--- src/rtl/multi_roi_color_detector.sv ---
// -----------------------------------------------------------------------------
// multi_roi_color_detector
//
// Counts red / green / blue pixels inside up to four rectangular regions of
// interest (ROIs) of a pixel stream. At each frame boundary the counts of the
// frame that just ended are frozen. One ROI per cycle is then decided: the
// dominant colour, whether it passes the confidence threshold, and its count.
// All ROI results are published together with a one-cycle result_ready pulse.
//
// Ports
//   clk                       rising-edge clock
//   reset                     asynchronous, active-low
//   pixel_valid               pixel fields below are valid this cycle
//   frame_start               one-cycle pulse marking the first cycle of a frame
//   x_coord, y_coord          10-bit pixel coordinates
//   pixel_r/g/b               8-bit colour components
//   cfg_we, cfg_idx           write shadow ROI bounds of ROI cfg_idx
//   cfg_x/y_start/end         bounds to write (start inclusive, end exclusive)
//   roi_color                 2 bits per ROI: 00 none, 01 red, 10 green, 11 blue
//   roi_valid                 1 bit per ROI: winner reached MIN_CONFIDENCE
//   roi_confidence            CNT_W bits per ROI: winning count
//   result_ready              one-cycle pulse when the outputs above update
//   overrun                   sticky: a frame started while deciding
//   busy                      high while ROIs are being decided
// -----------------------------------------------------------------------------
module multi_roi_color_detector #(
  parameter int         NUM_ROI        = 2,
  parameter int         CNT_W          = 16,
  parameter int         MIN_CONFIDENCE = 100,
  parameter logic [7:0] RED_R_MIN      = 8'd180,
  parameter logic [7:0] RED_G_MAX      = 8'd100,
  parameter logic [7:0] RED_B_MAX      = 8'd100,
  parameter logic [7:0] GREEN_R_MAX    = 8'd100,
  parameter logic [7:0] GREEN_G_MIN    = 8'd180,
  parameter logic [7:0] GREEN_B_MAX    = 8'd100,
  parameter logic [7:0] BLUE_R_MAX     = 8'd100,
  parameter logic [7:0] BLUE_G_MAX     = 8'd100,
  parameter logic [7:0] BLUE_B_MIN     = 8'd180,
  parameter logic [9:0] DEF_X_START    = 10'd100,
  parameter logic [9:0] DEF_X_END      = 10'd220,
  parameter logic [9:0] DEF_Y_START    = 10'd60,
  parameter logic [9:0] DEF_Y_END      = 10'd180
) (
  input  logic                     clk,
  input  logic                     reset,
  input  logic                     pixel_valid,
  input  logic                     frame_start,
  input  logic [9:0]               x_coord,
  input  logic [9:0]               y_coord,
  input  logic [7:0]               pixel_r,
  input  logic [7:0]               pixel_g,
  input  logic [7:0]               pixel_b,
  input  logic                     cfg_we,
  input  logic [1:0]               cfg_idx,
  input  logic [9:0]               cfg_x_start,
  input  logic [9:0]               cfg_x_end,
  input  logic [9:0]               cfg_y_start,
  input  logic [9:0]               cfg_y_end,
  output logic [2*NUM_ROI-1:0]     roi_color,
  output logic [NUM_ROI-1:0]       roi_valid,
  output logic [CNT_W*NUM_ROI-1:0] roi_confidence,
  output logic                     result_ready,
  output logic                     overrun,
  output logic                     busy
);

  typedef enum logic [1:0] {IDLE, ACCUM, DECIDE} state_t;

  typedef struct packed {
    logic [9:0] xs;
    logic [9:0] xe;
    logic [9:0] ys;
    logic [9:0] ye;
  } bounds_t;

  localparam logic [1:0]  LAST_IDX = 2'(NUM_ROI - 1);
  localparam logic [31:0] MIN_C    = 32'(MIN_CONFIDENCE);

  state_t           state_q, state_d;
  logic [1:0]       idx_q, idx_d;
  bounds_t          act_q [NUM_ROI];
  bounds_t          act_d [NUM_ROI];
  bounds_t          shd_q [NUM_ROI];
  bounds_t          shd_d [NUM_ROI];
  // counter index 0 = red, 1 = green, 2 = blue
  logic [CNT_W-1:0] cnt_q  [NUM_ROI][3];
  logic [CNT_W-1:0] cnt_d  [NUM_ROI][3];
  logic [CNT_W-1:0] hold_q [NUM_ROI][3];
  logic [CNT_W-1:0] hold_d [NUM_ROI][3];
  // per-ROI decisions collected during DECIDE, published all at once
  logic [1:0]       stg_color_q [NUM_ROI];
  logic [1:0]       stg_color_d [NUM_ROI];
  logic             stg_valid_q [NUM_ROI];
  logic             stg_valid_d [NUM_ROI];
  logic [CNT_W-1:0] stg_conf_q  [NUM_ROI];
  logic [CNT_W-1:0] stg_conf_d  [NUM_ROI];

  logic [2*NUM_ROI-1:0]     color_q, color_d;
  logic [NUM_ROI-1:0]       valid_q, valid_d;
  logic [CNT_W*NUM_ROI-1:0] conf_q, conf_d;
  logic                     ready_q, ready_d;
  logic                     overrun_q, overrun_d;

  function automatic bounds_t reset_bounds(int i);
    if (i == 0) return {DEF_X_START, DEF_X_END, DEF_Y_START, DEF_Y_END};
    return '0;
  endfunction

  // ---------------------------------------------------------------------------
  // Pixel classification; red wins over green wins over blue on overlap.
  // ---------------------------------------------------------------------------
  logic       is_red, is_green, is_blue;
  logic [1:0] pix_cls;

  always_comb begin
    is_red   = (pixel_r >= RED_R_MIN)   && (pixel_g <= RED_G_MAX)   && (pixel_b <= RED_B_MAX);
    is_green = (pixel_r <= GREEN_R_MAX) && (pixel_g >= GREEN_G_MIN) && (pixel_b <= GREEN_B_MAX);
    is_blue  = (pixel_r <= BLUE_R_MAX)  && (pixel_g <= BLUE_G_MAX)  && (pixel_b >= BLUE_B_MIN);
    pix_cls  = 2'b00;
    if (is_red)        pix_cls = 2'b01;
    else if (is_green) pix_cls = 2'b10;
    else if (is_blue)  pix_cls = 2'b11;
  end

  // ---------------------------------------------------------------------------
  // Decision for the ROI selected by idx_q, taken from the frozen counts.
  // ---------------------------------------------------------------------------
  logic [CNT_W-1:0] sel_r, sel_g, sel_b, win_cnt;
  logic [1:0]       win_code;
  logic             win_ok;

  always_comb begin
    sel_r = hold_q[0][0];
    sel_g = hold_q[0][1];
    sel_b = hold_q[0][2];
    for (int i = 1; i < NUM_ROI; i++) begin
      if (idx_q == 2'(i)) begin
        sel_r = hold_q[i][0];
        sel_g = hold_q[i][1];
        sel_b = hold_q[i][2];
      end
    end
    if (sel_r >= sel_g && sel_r >= sel_b) begin
      win_code = 2'b01;
      win_cnt  = sel_r;
    end else if (sel_g >= sel_b) begin
      win_code = 2'b10;
      win_cnt  = sel_g;
    end else begin
      win_code = 2'b11;
      win_cnt  = sel_b;
    end
    win_ok = !(32'(win_cnt) < MIN_C);
  end

  // ---------------------------------------------------------------------------
  // Next-state logic
  // ---------------------------------------------------------------------------
  logic count_en;

  always_comb begin
    state_d     = state_q;
    idx_d       = idx_q;
    act_d       = act_q;
    shd_d       = shd_q;
    cnt_d       = cnt_q;
    hold_d      = hold_q;
    stg_color_d = stg_color_q;
    stg_valid_d = stg_valid_q;
    stg_conf_d  = stg_conf_q;
    color_d     = color_q;
    valid_d     = valid_q;
    conf_d      = conf_q;
    ready_d     = 1'b0;
    overrun_d   = overrun_q;

    case (state_q)
      IDLE: begin
        // The first frame has nothing before it to decide on.
        if (frame_start) state_d = ACCUM;
      end
      ACCUM: begin
        if (frame_start) begin
          hold_d  = cnt_q;
          idx_d   = 2'd0;
          state_d = DECIDE;
        end
      end
      DECIDE: begin
        // A frame boundary here still restarts counting (below) but the
        // decision in flight keeps working on the snapshot it already has.
        if (frame_start) overrun_d = 1'b1;
        for (int i = 0; i < NUM_ROI; i++) begin
          if (idx_q == 2'(i)) begin
            stg_color_d[i] = win_ok ? win_code : 2'b00;
            stg_valid_d[i] = win_ok;
            stg_conf_d[i]  = win_cnt;
          end
        end
        if (idx_q == LAST_IDX) begin
          for (int i = 0; i < NUM_ROI; i++) begin
            color_d[2*i +: 2]         = stg_color_d[i];
            valid_d[i]                = stg_valid_d[i];
            conf_d[CNT_W*i +: CNT_W]  = stg_conf_d[i];
          end
          ready_d = 1'b1;
          state_d = ACCUM;
        end else begin
          idx_d = idx_q + 2'd1;
        end
      end
      default: state_d = IDLE;
    endcase

    // Frame boundary: bounds take effect from the shadow as it stood before
    // any configuration write in this same cycle, and counting restarts.
    if (frame_start) begin
      act_d = shd_q;
      for (int i = 0; i < NUM_ROI; i++)
        for (int k = 0; k < 3; k++)
          cnt_d[i][k] = '0;
    end

    // The frame_start pixel belongs to the new frame, so counting is
    // enabled on it even when leaving IDLE.
    count_en = pixel_valid && ((state_q != IDLE) || frame_start);
    for (int i = 0; i < NUM_ROI; i++) begin
      if (count_en &&
          x_coord >= act_d[i].xs && x_coord < act_d[i].xe &&
          y_coord >= act_d[i].ys && y_coord < act_d[i].ye) begin
        for (int k = 0; k < 3; k++) begin
          if (pix_cls == 2'(k + 1) && cnt_d[i][k] != '1)
            cnt_d[i][k] = cnt_d[i][k] + CNT_W'(1);
        end
      end
    end

    // Indices beyond the implemented ROIs match no entry and are dropped.
    for (int i = 0; i < NUM_ROI; i++) begin
      if (cfg_we && cfg_idx == 2'(i))
        shd_d[i] = {cfg_x_start, cfg_x_end, cfg_y_start, cfg_y_end};
    end
  end

  // ---------------------------------------------------------------------------
  // State registers
  // ---------------------------------------------------------------------------
  always_ff @(posedge clk or negedge reset) begin
    if (!reset) begin
      state_q   <= IDLE;
      idx_q     <= 2'd0;
      color_q   <= '0;
      valid_q   <= '0;
      conf_q    <= '0;
      ready_q   <= 1'b0;
      overrun_q <= 1'b0;
      for (int i = 0; i < NUM_ROI; i++) begin
        act_q[i]       <= reset_bounds(i);
        shd_q[i]       <= reset_bounds(i);
        stg_color_q[i] <= 2'b00;
        stg_valid_q[i] <= 1'b0;
        stg_conf_q[i]  <= '0;
        for (int k = 0; k < 3; k++) begin
          cnt_q[i][k]  <= '0;
          hold_q[i][k] <= '0;
        end
      end
    end else begin
      state_q     <= state_d;
      idx_q       <= idx_d;
      act_q       <= act_d;
      shd_q       <= shd_d;
      cnt_q       <= cnt_d;
      hold_q      <= hold_d;
      stg_color_q <= stg_color_d;
      stg_valid_q <= stg_valid_d;
      stg_conf_q  <= stg_conf_d;
      color_q     <= color_d;
      valid_q     <= valid_d;
      conf_q      <= conf_d;
      ready_q     <= ready_d;
      overrun_q   <= overrun_d;
    end
  end

  assign roi_color      = color_q;
  assign roi_valid      = valid_q;
  assign roi_confidence = conf_q;
  assign result_ready   = ready_q;
  assign overrun        = overrun_q;
  assign busy           = (state_q == DECIDE);

endmodule

--- config.mk ---
export PLATFORM = sky130hd
export DESIGN_NAME = multi_roi_color_detector
export DESIGN_NICKNAME = d
export VERILOG_FILES = /design/src/rtl/multi_roi_color_detector.sv
export SDC_FILE = /design/constraint.sdc
export NUM_CORES = 1
export LEC_CHECK = 0
export CORE_MARGIN = 2
export CORE_UTILIZATION = 60
export DETAILED_ROUTE_END_ITERATION = 16
export PLACE_DENSITY = 0.89
export SETUP_SLACK_MARGIN = 0.02
export SYNTH_ARGS = -nofsm -noshare
export SYNTH_HDL_FRONTEND = slang
export SYNTH_SLANG_ARGS = --single-unit
--- constraint.sdc ---
create_clock -name clk -period 5.3 [get_ports clk]
set_clock_uncertainty 0.15 [all_clocks]
set_input_delay 1.06 -clock clk [delete_from_list [all_inputs] [get_ports clk]]
set_output_delay 1.06 -clock clk [all_outputs]
set_load 0.05 [all_outputs]
==> results of run 1 <==
## state kept, by name, indices dropped and copies added (netlist names)
signal / count
overrun: 1
shd_q: 80
act_q: 80
idx_q: 2
roi_confidence: 32
roi_color: 4
cnt_q: 96
result_ready: 1
stg_valid_q: 1
stg_conf_q: 16
roi_valid: 2
hold_q: 96
state_q: 2
stg_color_q: 2
## worst paths after layout
path	startpoint	end	cells past startpoint
max reg2reg	idx_q[1]$_DFFE_PN0P_	roi_color[0]$_DFFE_PN0P_	16
max in group asynchronous	reset	act_q[52]$_DFF_PN1_	2
min reg2reg	overrun$_DFFE_PN0P_	overrun$_DFFE_PN0P_	1
max	idx_q[1]$_DFFE_PN0P_	roi_color[0]$_DFFE_PN0P_	16
min in group asynchronous	reset	roi_confidence[11]$_DFFE_PN0P_	1
min	overrun$_DFFE_PN0P_	overrun$_DFFE_PN0P_	1
## synth_stat cells, types with 4 or more instances
cell type | count | area, µm²
a2111oi_0 | 6 | 52.6
a211oi_1 | 7 | 52.6
a21boi_0 | 6 | 45.0
a21o_1 | 35 | 263
a21oi_1 | 75 | 375
a31o_2 | 7 | 61.3
a31oi_1 | 6 | 37.5
and2_1 | 22 | 138
and3_1 | 23 | 144
buf_1 | 13 | 48.8
buf_2 | 9 | 45.0
clkbuf_1 | 61 | 229
dfrtp_1 | 383 | 9580
dfstp_2 | 32 | 841
ha_1 | 126 | 1580
inv_1 | 107 | 402
mux2_2 | 216 | 2430
mux2i_1 | 135 | 1350
nand2_1 | 96 | 360
nand2b_1 | 23 | 144
nand3_1 | 52 | 260
nand4_1 | 24 | 150
nor2_1 | 81 | 304
nor2b_1 | 52 | 325
nor3_1 | 24 | 120
nor3b_1 | 8 | 60.1
nor4_1 | 10 | 62.6
o2111ai_1 | 9 | 78.8
o21a_1 | 10 | 75.1
o21ai_0 | 92 | 460
o31ai_1 | 7 | 52.6
or2_2 | 4 | 25.0
or3_1 | 29 | 181
or4_1 | 9 | 67.6
xnor2_1 | 40 | 350
xor2_1 | 4 | 35.0
## power by group through the flow
stage / clock network, mW / registers (mW) / logic [mW]
after global placement: 0 / 3.84 / 2.28
after CTS: 3.09 / 3.81 / 2.40
after global routing: 3.24 / 3.85 / 2.59
after floorplan: 0 / 4.23 / 1.19
final: 3.05 / 3.82 / 2.40
after detailed placement: 0 / 3.87 / 2.37
## final cells by class
| class | count | area share (%) |
|---|---|---|
| Clock buffer | 61 | 4.94 |
| Tap cell | 455 | 2.31 |
| Inverter | 107 | 1.63 |
| Clock inverter | 15 | 0.789 |
| Multi-Input combinational cell | 1279 | 40.8 |
| Sequential cell | 415 | 42.4 |
| Timing Repair Buffer | 177 | 7.18 |
## per-layer routing
metal,routed length (µm),track usage [%],vias to the layer above
met5,14,0,-
met1,20900,36.2,7705
met2,25800,49.7,428
met3,2150,3.82,123
li1,-,-,6970
met4,1730,10.1,2
## through the flow
step	util (%)	cell area (µm²)	total power [mW]	hold WS [ps]
4_1_cts	71.0	24600	9.30	310
2_1_floorplan	-	21200	5.42	292
3_3_place_gp	66.9	23200	6.11	291
5_1_grt	71.0	24600	9.68	348
6_report	71.0	24600	9.27	303
3_5_place_dp	66.9	23200	6.24	293
## cell families after synthesis
| family | after synthesis |
|---|---|
| adders and majority gates | 127 |
| and+or+nand+nor | 469 |
| DFF | 415 |
| muxes | 352 |
| buffers and inverters | 191 |
| xor gates and xnor gates | 44 |
| AOI/OAI and AO/OA | 287 |
==> impl_metrics.ini, run 1 <==
[clock_network]
insertion_delay_ps = 560
postCtsHoldBufs = 0
clk_pin_slew_worst_paths_ps = 60
root_buffer = clkbuf_16
cts_buffers = 42
cts_setup_buffers = 0
postCtsResizedCells = 0
cts_max_level = 2
cts_tree = built
cts.sinks = 415
max-clock-path-buffers = 3

[route]
via_count = 15200
drtAntennaViolNets = 0
firstDrtPassIters = 5
wl_per_cell_um = 20.2
wirelength_mm = 50.6
drc = 0
first_iter_violations = 1154
via_per_inst = 6.07

[sta]
hold_viol_final = 0
finalSetupViolations = 0
max_slew_margin_pct = 24.7
min_period_over_period_pct = 89.8
drv_slew = 0
fin_ws_ps = 541
finalCriticalPeriod_ps = 4760
rsz0062_at_grt = no
finalSetupTns_ps = 0
tightest_slew_ps = 1130
max_freq_ghz = 0.210

[global_routing]
grt_pass1_wl_mm = 82.5
gr-total-overflow = 0
grt_usage_pct = 28.4
antenna_found_initial = 1
grt_pass1_vias = 15700
grt_max_degree = 127

[synth]
yosys_warnings = 0
yosysSeqAreaShare_pct = 49.3
synth_top_family_by_area = multiplexers
synth_mux_area_share_pct = 17.9
synth_cell_types = 60
yosys.area_share.adder_pct = 7.50
synth_compound_area_share_pct = 8.43
syn_inst = 1885
synth.avg_cell_area_um2 = 11.2
synth-seq-cells = 415
syn_nets = 2102
synth_ff_type = dfrtp_1
syn-cell-area_mm2 = 0.0212
synth_xor_area_share_pct = 1.82
synth_simple_gate_area_share_pct = 11.6
synth_edf_count = 0
ys_async_sr_fraction_pct = 100

[cells_and_area]
drive_gt1_share_pct = 18.4
syn2layout_area_growth_pct = 16.2
instances_no_fill = 2509
final_common_cell = dfrtp_1
layout_common_cells = 383 x dfrtp_1, 216 x mux2_2, 135 x mux2i_1, 129 x clkdlybuf4s50_1, 125 x ha_1
multi_input_area_mm2 = 0.0100
fillers = 2287
nets = 2239
antennaDiodeCount = 0
seq_area_mm2 = 0.0104

[power]
ir_drop_mv = 0.537
p_leak_nw = 11.8
power_frac_clock_pct = 32.9
p_per_area_mw_per_mm2 = 377
power_frac_comb_pct = 25.9
internal_power_mw = 6.36
p_seq_share_pct = 41.2
switchingPower_mw = 2.91
swShare_pct = 31.4

[critical_path]
crit_fanout = 29
cp_num_buf_inv = 4
crit_chain = inv_1, ha_4, buf_4, mux2i_1, inv_1, ha_1, nand3_1, or3_1, a31o_2, a211o_1, nand2_1, buf_4, mux2i_1, a22oi_1, o31ai_1, o21ai_0
r2r_slack_ps = 540
cpPeakStageDelay_ps = 540
endpoint_kind = flop
crit_family = compound AO/OA/AOI/OAI gates
start_kind = flop
crit_slowest_cell = o31ai_1
worstPathRequired_ps = 5540
arrival_ps = 5000
worstSetupPathType = reg2reg

[floorplan]
start_util_pct = 61.1
rows = 68
num_io_pins = 132
core_area_mm2 = 0.0346
die_h_um = 192
chipWidth_um = 192
dieArea_mm2 = 0.0368

[placed_design]
dp_slack_ps = 366
dp.final_hpwl_mm = 35.9
dp_cells = 2433
numPortBuffers = 131
gp_congestion = 0.934

[worst_hold_path]
min_path_type = reg2reg

[run]
drv_cap = 0

[run_status]
outcome = completed
(Power assumes the default switching activity.)
==> run 2, diff against run 1 <==
--- a/config.mk
+++ b/config.mk
@@ -8,7 +8,7 @@
 export CORE_MARGIN = 2
 export CORE_UTILIZATION = 60
 export DETAILED_ROUTE_END_ITERATION = 16
-export PLACE_DENSITY = 0.89
+export PLACE_DENSITY = 0.81
 export SETUP_SLACK_MARGIN = 0.02
 export SYNTH_ARGS = -nofsm -noshare
 export SYNTH_HDL_FRONTEND = slang
==> impl_metrics.ini, run 2 (synthesis gave the netlist of run 1 again) <==
[route]
drtAntennaViolNets = 0
via_count = 14900
via_per_inst = 5.93
firstDrtPassIters = 5
first_iter_violations = 893
wirelength_mm = 49.3
drc = 0
wl_per_cell_um = 19.6

[sta]
finalSetupViolations = 0
rsz0062_at_grt = no
max_slew_margin_pct = 28.2
finalSetupTns_ps = 0
tightest_slew_ps = 1080
max_freq_ghz = 0.206
drv_slew = 0
fin_ws_ps = 450
hold_viol_final = 0
min_period_over_period_pct = 91.5
finalCriticalPeriod_ps = 4850

[critical_path]
crit_fanout = 20
start_kind = flop
r2r_cells = 14
endpoint_kind = flop
worstSetupPathType = reg2reg
startpoint = idx_q[1]$_DFFE_PN0P_
rr_startpoint = idx_q[1]$_DFFE_PN0P_
arrival_ps = 5140
worstPathRequired_ps = 5590

[clock_network]
cts_max_level = 2
max-clock-path-buffers = 3
postCtsResizedCells = 0
cts_setup_buffers = 0
cts.sinks = 415
cts_buffers = 44
postCtsHoldBufs = 0
cts_tree = built
insertion_delay_ps = 570
clk_pin_slew_worst_paths_ps = 60
root_buffer = clkbuf_16

[floorplan]
num_io_pins = 132
core_area_mm2 = 0.0346
start_util_pct = 61.1
die_h_um = 192
rows = 68
chipWidth_um = 192
dieArea_mm2 = 0.0368

[global_routing]
grt_max_degree = 130
gr-total-overflow = 0
grt_usage_pct = 27.6
grt_pass1_wl_mm = 80.3
grt_pass1_vias = 15400
antenna_found_initial = 0

[cells_and_area]
reg_top3 = cnt_q x96, hold_q x96
final_cell_area_mm2 = 0.0246
nets = 2246
drive_gt1_share_pct = 18.4
antennaDiodeCount = 0
layout_common_cells = 383 x dfrtp_1, 216 x mux2_2, 135 x mux2i_1, 129 x clkdlybuf4s50_1, 125 x ha_1
syn2layout_area_growth_pct = 16.1
final_common_cell = dfrtp_1

[placed_design]
dp.final_hpwl_mm = 34.9
dp_slack_ps = 472
gp_congestion = 0.962
placed_area_mm2 = 0.0232
numPortBuffers = 131

[run_status]
outcome = completed

[run]
drv_cap = 0

[worst_hold_path]
hold_depth = 1
min_from = roi_confidence[3]$_DFFE_PN0P_
min_path_type = reg2reg

[power]
ir_drop_mv = 0.408
p_per_area_mw_per_mm2 = 374
p_leak_nw = 11.8
## run 2: routing by layer
metal / track usage, % / vias to the layer above / part of all wire [%]
li1: - / 6976 / -
met4: 10.6 / 0 / 3.6
met1: 36.1 / 7469 / 43
met3: 4.09 / 107 / 4.2
met5: 0 / - / 0
met2: 46.5 / 374 / 49
## run 2: report_power, final
group	internal (mW)	switching, mW	leakage, nW
Clock	1.76	1.23	0.679
Combinational	0.939	1.44	5.77
Sequential	3.61	0.206	5.37
## run 2: final cells by class
cell class | count | area, µm²
clock inverters | 8 | 108
repair buffers | 182 | 1780
clock buffers | 70 | 1290
well taps | 455 | 569
fillers | 2453 | 10000
flip-flops and latches | 415 | 10400
multi-input cells | 1279 | 10000
inverters | 107 | 402
## run 2: path summary, 6_finish.rpt
check,endpoint,slack [ps]
max,roi_confidence[10]$_DFFE_PN0P_,450
min,roi_confidence[3]$_DFFE_PN0P_,330
max reg2reg,roi_confidence[10]$_DFFE_PN0P_,450
min reg2reg,roi_confidence[3]$_DFFE_PN0P_,330
max in group asynchronous,act_q[67]$_DFF_PN1_,3340
min in group asynchronous,stg_conf_q[26]$_DFFE_PN0P_,410
## run 2: critical path: stages (launching register included)
cell	delay (ps)
dfrtp_1	360
inv_1	90
ha_2	530
buf_4	300
mux2i_1	560
ha_1	230
nand4_1	130
or4_1	580
a2111oi_0	450
nor3b_1	150
a22o_1	240
buf_4	230
mux2i_1	390
a21oi_1	150
a21o_1	170
## run 2: through the flow
stage	hold WS, ps	utilization (%)	instances	power [mW]
floorplan	292	-	1885	5.42
global placement	304	67.0	2438	6.14
detailed placement	315	67.0	2438	6.24
CTS	327	71.0	2516	9.24
global route	349	71.0	2516	9.61
finish	325	71.0	2516	9.19
==> run 3, diff against run 2 <==
--- a/config.mk
+++ b/config.mk
@@ -7,6 +7,7 @@
 export LEC_CHECK = 0
 export CORE_MARGIN = 2
 export CORE_UTILIZATION = 60
+export CTS_CLUSTER_SIZE = 12
 export DETAILED_ROUTE_END_ITERATION = 16
 export PLACE_DENSITY = 0.81
 export SETUP_SLACK_MARGIN = 0.02
==> results of run 3 <==
The final DEF is identical to that of run 2; final timing and power are the same.
